[src/rtl/fpga_loader_pkg.sv]
// Shared types for the fabric bitstream loader: FSM state encoding.
package fpga_loader_pkg;

  localparam int STATE_W = 3;

  typedef enum logic [STATE_W-1:0] {
    IDLE    = 3'd0,
    PRESET  = 3'd1,
    LOAD_LO = 3'd2,
    LOAD_HI = 3'd3,
    DONE    = 3'd4
  } loader_state_e;

endpackage

[src/rtl/fpga_loader_tail_check.sv]
// Sticky chain-tail checker: any set tail bit seen on a sample cycle latches err until clear.
module fpga_loader_tail_check #(
  parameter int NUM_CHAINS = 12
) (
  input  logic                  clk,
  input  logic                  rst,
  input  logic                  clear,
  input  logic                  sample,
  input  logic [NUM_CHAINS-1:0] tail,
  output logic                  err
);

  always_ff @(posedge clk or posedge rst) begin
    if (rst) begin
      err <= 1'b0;
    end else if (clear) begin
      err <= 1'b0;
    end else if (sample && (|tail)) begin
      err <= 1'b1;
    end
  end

endmodule

[src/rtl/fpga_bitstream_loader.sv]
// Configuration sequencer: presets the fabric, shifts one slice per prog_clk into all chains, then releases I/O.
// Optional tail checker built when FPGA_LOADER_TAIL_CHECK_EN is defined; otherwise tail_err is tied low.
module fpga_bitstream_loader
  import fpga_loader_pkg::*;
#(
  parameter int NUM_CHAINS    = 12,
  parameter int CHAIN_LEN     = 1024,
  parameter int PRESET_CYCLES = 4
) (
  input  logic                  clk,
  input  logic                  reset,
  input  logic                  start,
  input  logic                  bs_valid,
  input  logic [NUM_CHAINS-1:0] bs_data,
  output logic                  bs_ready,
  output logic                  prog_clk,
  output logic                  pReset,
  output logic                  config_enable,
  output logic                  IO_ISOL_N,
  output logic [NUM_CHAINS-1:0] ccff_head,
  input  logic [NUM_CHAINS-1:0] ccff_tail,
  output logic                  busy,
  output logic                  done,
  output logic                  tail_err
);

  localparam int BIT_W = $clog2(CHAIN_LEN + 1);
  localparam int PRE_W = $clog2(PRESET_CYCLES + 1);

  loader_state_e   state, state_nxt;
  logic [BIT_W-1:0] bit_cnt, bit_cnt_inc;
  logic [PRE_W-1:0] pre_cnt, pre_cnt_inc;
  logic             accept;
  logic             kickoff;

  logic                  prog_clk_nxt;
  logic                  p_reset_nxt;
  logic                  busy_nxt;
  logic                  done_nxt;
  logic                  bs_ready_nxt;
  logic [NUM_CHAINS-1:0] head_nxt;

  assign bit_cnt_inc = bit_cnt + 1'b1;
  assign pre_cnt_inc = pre_cnt + 1'b1;
  assign accept      = bs_valid && bs_ready;
  assign kickoff     = (state_nxt == PRESET) && (state != PRESET);

  always_ff @(posedge clk or posedge reset) begin
    if (reset) begin
      state <= IDLE;
    end else begin
      state <= state_nxt;
    end
  end

  // Outputs are derived from the next state and registered, so they line up with the state they describe.
  always_comb begin
    state_nxt = state;
    case (state)
      IDLE:    if (start) state_nxt = PRESET;
      PRESET:  if (pre_cnt_inc == PRE_W'(PRESET_CYCLES)) state_nxt = LOAD_LO;
      LOAD_LO: if (accept) state_nxt = LOAD_HI;
      LOAD_HI: state_nxt = (bit_cnt_inc == BIT_W'(CHAIN_LEN)) ? DONE : LOAD_LO;
      DONE:    if (start) state_nxt = PRESET;
      default: state_nxt = IDLE;
    endcase

    prog_clk_nxt = (state_nxt == LOAD_HI);
    bs_ready_nxt = (state_nxt == LOAD_LO);
    busy_nxt     = (state_nxt == PRESET) || (state_nxt == LOAD_LO) || (state_nxt == LOAD_HI);
    done_nxt     = (state_nxt == DONE);

    // pReset stays high out of reset until the first load has been through PRESET.
    p_reset_nxt = pReset;
    if (state_nxt == PRESET) begin
      p_reset_nxt = 1'b1;
    end else if (state == PRESET) begin
      p_reset_nxt = 1'b0;
    end

    head_nxt = ccff_head;
    if (state_nxt == DONE) begin
      head_nxt = '0;
    end else if (accept) begin
      head_nxt = bs_data;
    end
  end

  always_ff @(posedge clk or posedge reset) begin
    if (reset) begin
      prog_clk      <= 1'b0;
      pReset        <= 1'b1;
      config_enable <= 1'b0;
      IO_ISOL_N     <= 1'b0;
      ccff_head     <= '0;
      bs_ready      <= 1'b0;
      busy          <= 1'b0;
      done          <= 1'b0;
    end else begin
      prog_clk      <= prog_clk_nxt;
      pReset        <= p_reset_nxt;
      config_enable <= busy_nxt;
      IO_ISOL_N     <= done_nxt;
      ccff_head     <= head_nxt;
      bs_ready      <= bs_ready_nxt;
      busy          <= busy_nxt;
      done          <= done_nxt;
    end
  end

  always_ff @(posedge clk or posedge reset) begin
    if (reset) begin
      bit_cnt <= '0;
      pre_cnt <= '0;
    end else if (kickoff) begin
      bit_cnt <= '0;
      pre_cnt <= '0;
    end else begin
      if (state == PRESET) pre_cnt <= pre_cnt_inc;
      if (state == LOAD_HI) bit_cnt <= bit_cnt_inc;
    end
  end

`ifdef FPGA_LOADER_TAIL_CHECK_EN
  fpga_loader_tail_check #(
    .NUM_CHAINS(NUM_CHAINS)
  ) u_tail_check (
    .clk    (clk),
    .rst    (reset),
    .clear  (kickoff),
    .sample (state == LOAD_HI),
    .tail   (ccff_tail),
    .err    (tail_err)
  );
`else
  logic unused_tail;
  assign unused_tail = ^ccff_tail;
  assign tail_err    = 1'b0;
`endif

endmodule

[config.mk]
export PLATFORM = sky130hd
export DESIGN_NAME = fpga_bitstream_loader
export DESIGN_NICKNAME = d
export VERILOG_FILES = /design/src/rtl/fpga_loader_pkg.sv /design/src/rtl/fpga_loader_tail_check.sv /design/src/rtl/fpga_bitstream_loader.sv
export SDC_FILE = /design/constraint.sdc
export NUM_CORES = 1
export LEC_CHECK = 0
export CAP_MARGIN = 5
export CORE_UTILIZATION = 40
export CTS_CLUSTER_DIAMETER = 120
export DETAILED_ROUTE_END_ITERATION = 8
export GPL_TIMING_DRIVEN = 0
export HOLD_SLACK_MARGIN = 0.02
export PLACE_DENSITY = 0.74
export REMOVE_ABC_BUFFERS = 1
export SYNTH_ARGS = -nofsm -noshare
export SYNTH_HDL_FRONTEND = slang
export SYNTH_SLANG_ARGS = --single-unit
[constraint.sdc]
create_clock -name clk -period 4.85 [get_ports clk]
set_input_delay 0.97 -clock clk [delete_from_list [all_inputs] [get_ports clk]]
set_output_delay 0.97 -clock clk [all_outputs]
set_load 0.02 [all_outputs]
==> metrics.yaml <==
outcome:
  outcome: "complete, no violations"
cts:
  cts_resized: 0
  cts_sinks: 34
  clockRootBuffer: "clkbuf_8"
  cts-hold-fix-buffers: 0
  cts_setup_buffers: 0
  cts_buffers: 5
  worstSkewPairLatency_ps: 290
  clk_pin_slew_worst_paths_ps: 70
  cts_buffer_depth: 2
  cts_tree: "yes"
  htreeDepth: 2
global_route:
  grt_pass1_vias: 1260
  grt_pass1_wl_microns: 5782
  grt_use_met1_pct: 23.86
  grt_max_degree: 35
  antenna_found_initial: 0
  grt_overflow: 0
  use_met2_pct: 25.00
  grtUsageTotal_pct: 17.40
  busiest_layer: "met2"
  grtUsageMet3_pct: 6.081
sta:
  skew_ps: 1.539
  slew_viol_final: 0
  layout_min_cycle_time_ps: 2393
  setup_viol: 0
  fin_crit_sh_pct: 49.35
  relSlewSlack_pct: 49.48
  rsz0062_at_grt: "false"
  finalHoldViolations: 0
  fin_setup_tns_ps: 0
  tightest_slew_ps: 756.0
  max_freq_mhz: 417.8
floorplan:
  die-height_microns: 67.63
  core-area_sq_mm: 0.004058
  die_w_microns: 67.63
  die-area_sq_mm: 0.004574
  num_rows: 23
  initial_core_util_pct: 42.46
  io_pins: 48
worst_setup_path:
  cpLargestDelayFamily: "buffers and inverters"
  r2r-start: "bit_cnt[0]"
  slowest_delay_ps: 590
  worstSetupStartpoint: "pReset"
  endpoint_kind: "primary output"
  path_class: "flop to primary output"
  cp-endpoint: "pReset"
  crit_fanout: 3
  path_cells: "clkdlybuf4s50_1"
  reg2regPathDepth: 6
  required_ps: 3880
  crit_buf_inv: 1
  worst-path-stages: 1
  r2r_end: "done"
  reg2reg_slack_ps: 2530
  cpMaxStageDelayCell: "clkdlybuf4s50_1"
  arrival_ps: 1420
  critPathLaunchType: "flop"
power_and_ir_drop:
  p_int_mw: 0.7577
  pwr-share-clk_pct: 20.1
  switching_share_pct: 37.45
  p_leak_nw: 0.9374
  combPwrFrac_pct: 39.8
  powerDensity_mw_per_mm2: 553.8
  seq_power_share_pct: 40.1
  irDropWorstVdd_mv: 0.2946
  p_switching_mw: 0.4535
hold_path:
  hold_class: "flop to flop"
final_layout:
  nNetsFinal: 235
  stdcell_area_sq_mm: 0.002187
  diodes: 0
  layout-drive-gt1-share_pct: 8.780
  fillers: 362
  synthToLayoutAreaGrowth_pct: 26.94
placement:
  portBuffers: 34
  placed_area_sq_mm: 0.002072
  gp_congestion: 0.8077
  hpwl_microns: 2214
logic_synthesis:
  syn-cell-area_sq_mm: 0.001723
  seq_area_frac_synth_pct: 49.46
  avgSynthCellArea_sq_um: 9.959
  ys_ff_latch: 34
  syn-instance-count: 173
  ys_warn_count: 0
  ys_types: 41
drt:
  avgViaCountPerCell: 5.239
  route.detailed.drc: 0
  ant_nets: 0
  firstDrtPassIters: 4
  drt_iter0_drc: 82
  routedWlPerCell_microns: 12.78
  vias: 1336
  wirelength_microns: 3260
flow_run:
  maxCapViolCount: 0
## through the flow
step	total power, mW	util (%)	hold slack, ps	cells	setup slack (ps)
6_report	1.211	53.90	498.1	255	2457
4_1_cts	1.223	53.78	505.9	255	2082
5_1_grt	1.301	53.90	518.7	255	2322
3_3_place_gp	0.9621	50.72	487.5	246	1443
2_1_floorplan	0.7741	-	461.4	162	2509
3_5_place_dp	0.9733	51.06	492.2	247	1763
## how the worst min path moves through the flow
| stage | from | endpoint | slack [ps] | cells past startpoint |
|---|---|---|---|---|
| 6_report | pre_cnt[0] | pre_cnt[0] | 500 | 1 |
| 5_1_grt | pre_cnt[2] | pre_cnt[2] | 520 | 2 |
| 4_1_cts | pre_cnt[0] | pre_cnt[0] | 510 | 1 |
| 3_5_place_dp | pre_cnt[0] | pre_cnt[0] | 490 | 1 |
| 3_3_place_gp | pre_cnt[2] | pre_cnt[2] | 490 | 2 |
| 2_1_floorplan | pre_cnt[2] | pre_cnt[2] | 460 | 2 |
## cells by family after synthesis
kind of cell	after synthesis	share of synthesized area (%)
DFF	34	49.46
muxes	12	6.972
adders and majority gates	3	2.179
and+or+nand+nor	72	21.28
AOI/OAI and AO/OA	25	10.10
buffers and inverters	17	5.228
other	1	0.2177
xor gates and xnor gates	9	4.575
## sequential cells by signal (all words and copies together), names as in the netlist
signal	flops
done	1
pReset	1
prog_clk	1
bit_cnt	11
busy	1
bs_ready	1
pre_cnt	3
ccff_head	12
state	3
## layout make-up
cell class,count,area [sq um],area share [%]
flip-flops and latches,34,852.1,38.96
multi-input cells,122,792.0,36.21
repair buffers,35,347.8,15.90
clock buffers,8,110.1,5.034
well taps,50,62.56,2.860
inverters,6,22.52,1.030
## power by group through the flow
stage	combinational [mW]	clock (mW)	sequential (mW)
global route	0.533	0.265	0.503
CTS	0.488	0.251	0.484
global placement	0.477	0	0.485
detailed placement	0.487	0	0.486
floorplan	0.230	0	0.544
finish	0.482	0.244	0.486
## layer usage
layer	share of wire, %	routed length, microns
met2	45	1452
met3	3.5	113
met1	50	1638
met5	0	0
met4	1.7	55
## cell usage after synthesis (all sizes together)
master,count,share of area [%]
dfrtp,33,48
nor3,17,4.9
nor2,16,3.5
nand2,14,3.1
mux2i,12,7.0
a21oi,7,2.0
clkbuf,6,1.3
inv,6,1.3
o21ai,6,1.7
buf,5,2.6
xnor2,5,2.5
nand4,4,1.5
nor4,4,1.5
xor2,4,2.0
ha,3,2.2
nand3,3,1.2
or2,3,1.1
or3,3,1.4
a211o,2,1.0
a211oi,2,1.6
a311oi,2,1.0
nor2b,2,0.73
a21o,1,0.44
a31oi,1,0.36
a32oi,1,0.51
and2,1,0.36
and3b,1,0.51
conb,1,0.22
dfstp,1,1.5
nand2b,1,0.36
nand3b,1,0.44
nor3b,1,0.44
o2111ai,1,0.51
o21a,1,0.44
o31ai,1,0.44
or4,1,0.44
## cells in the final DEF, fill, tap and decap left out, types with 4 or more instances in the layout
cell type        Yosys  final
nand2_1             14     14
xnor2_1              5      5
a21oi_1              7      7
nor2_1              16     16
clkdlybuf4s50_1      0     34
dfrtp_1             33     33
mux2i_1             12     12
nand4_1              4      4
nor3_1              17     17
inv_1                6      5
o21ai_0              6      6
xor2_1               4      4
clkbuf_8             0      8
Note: power is estimated with default switching activity, not from simulation.
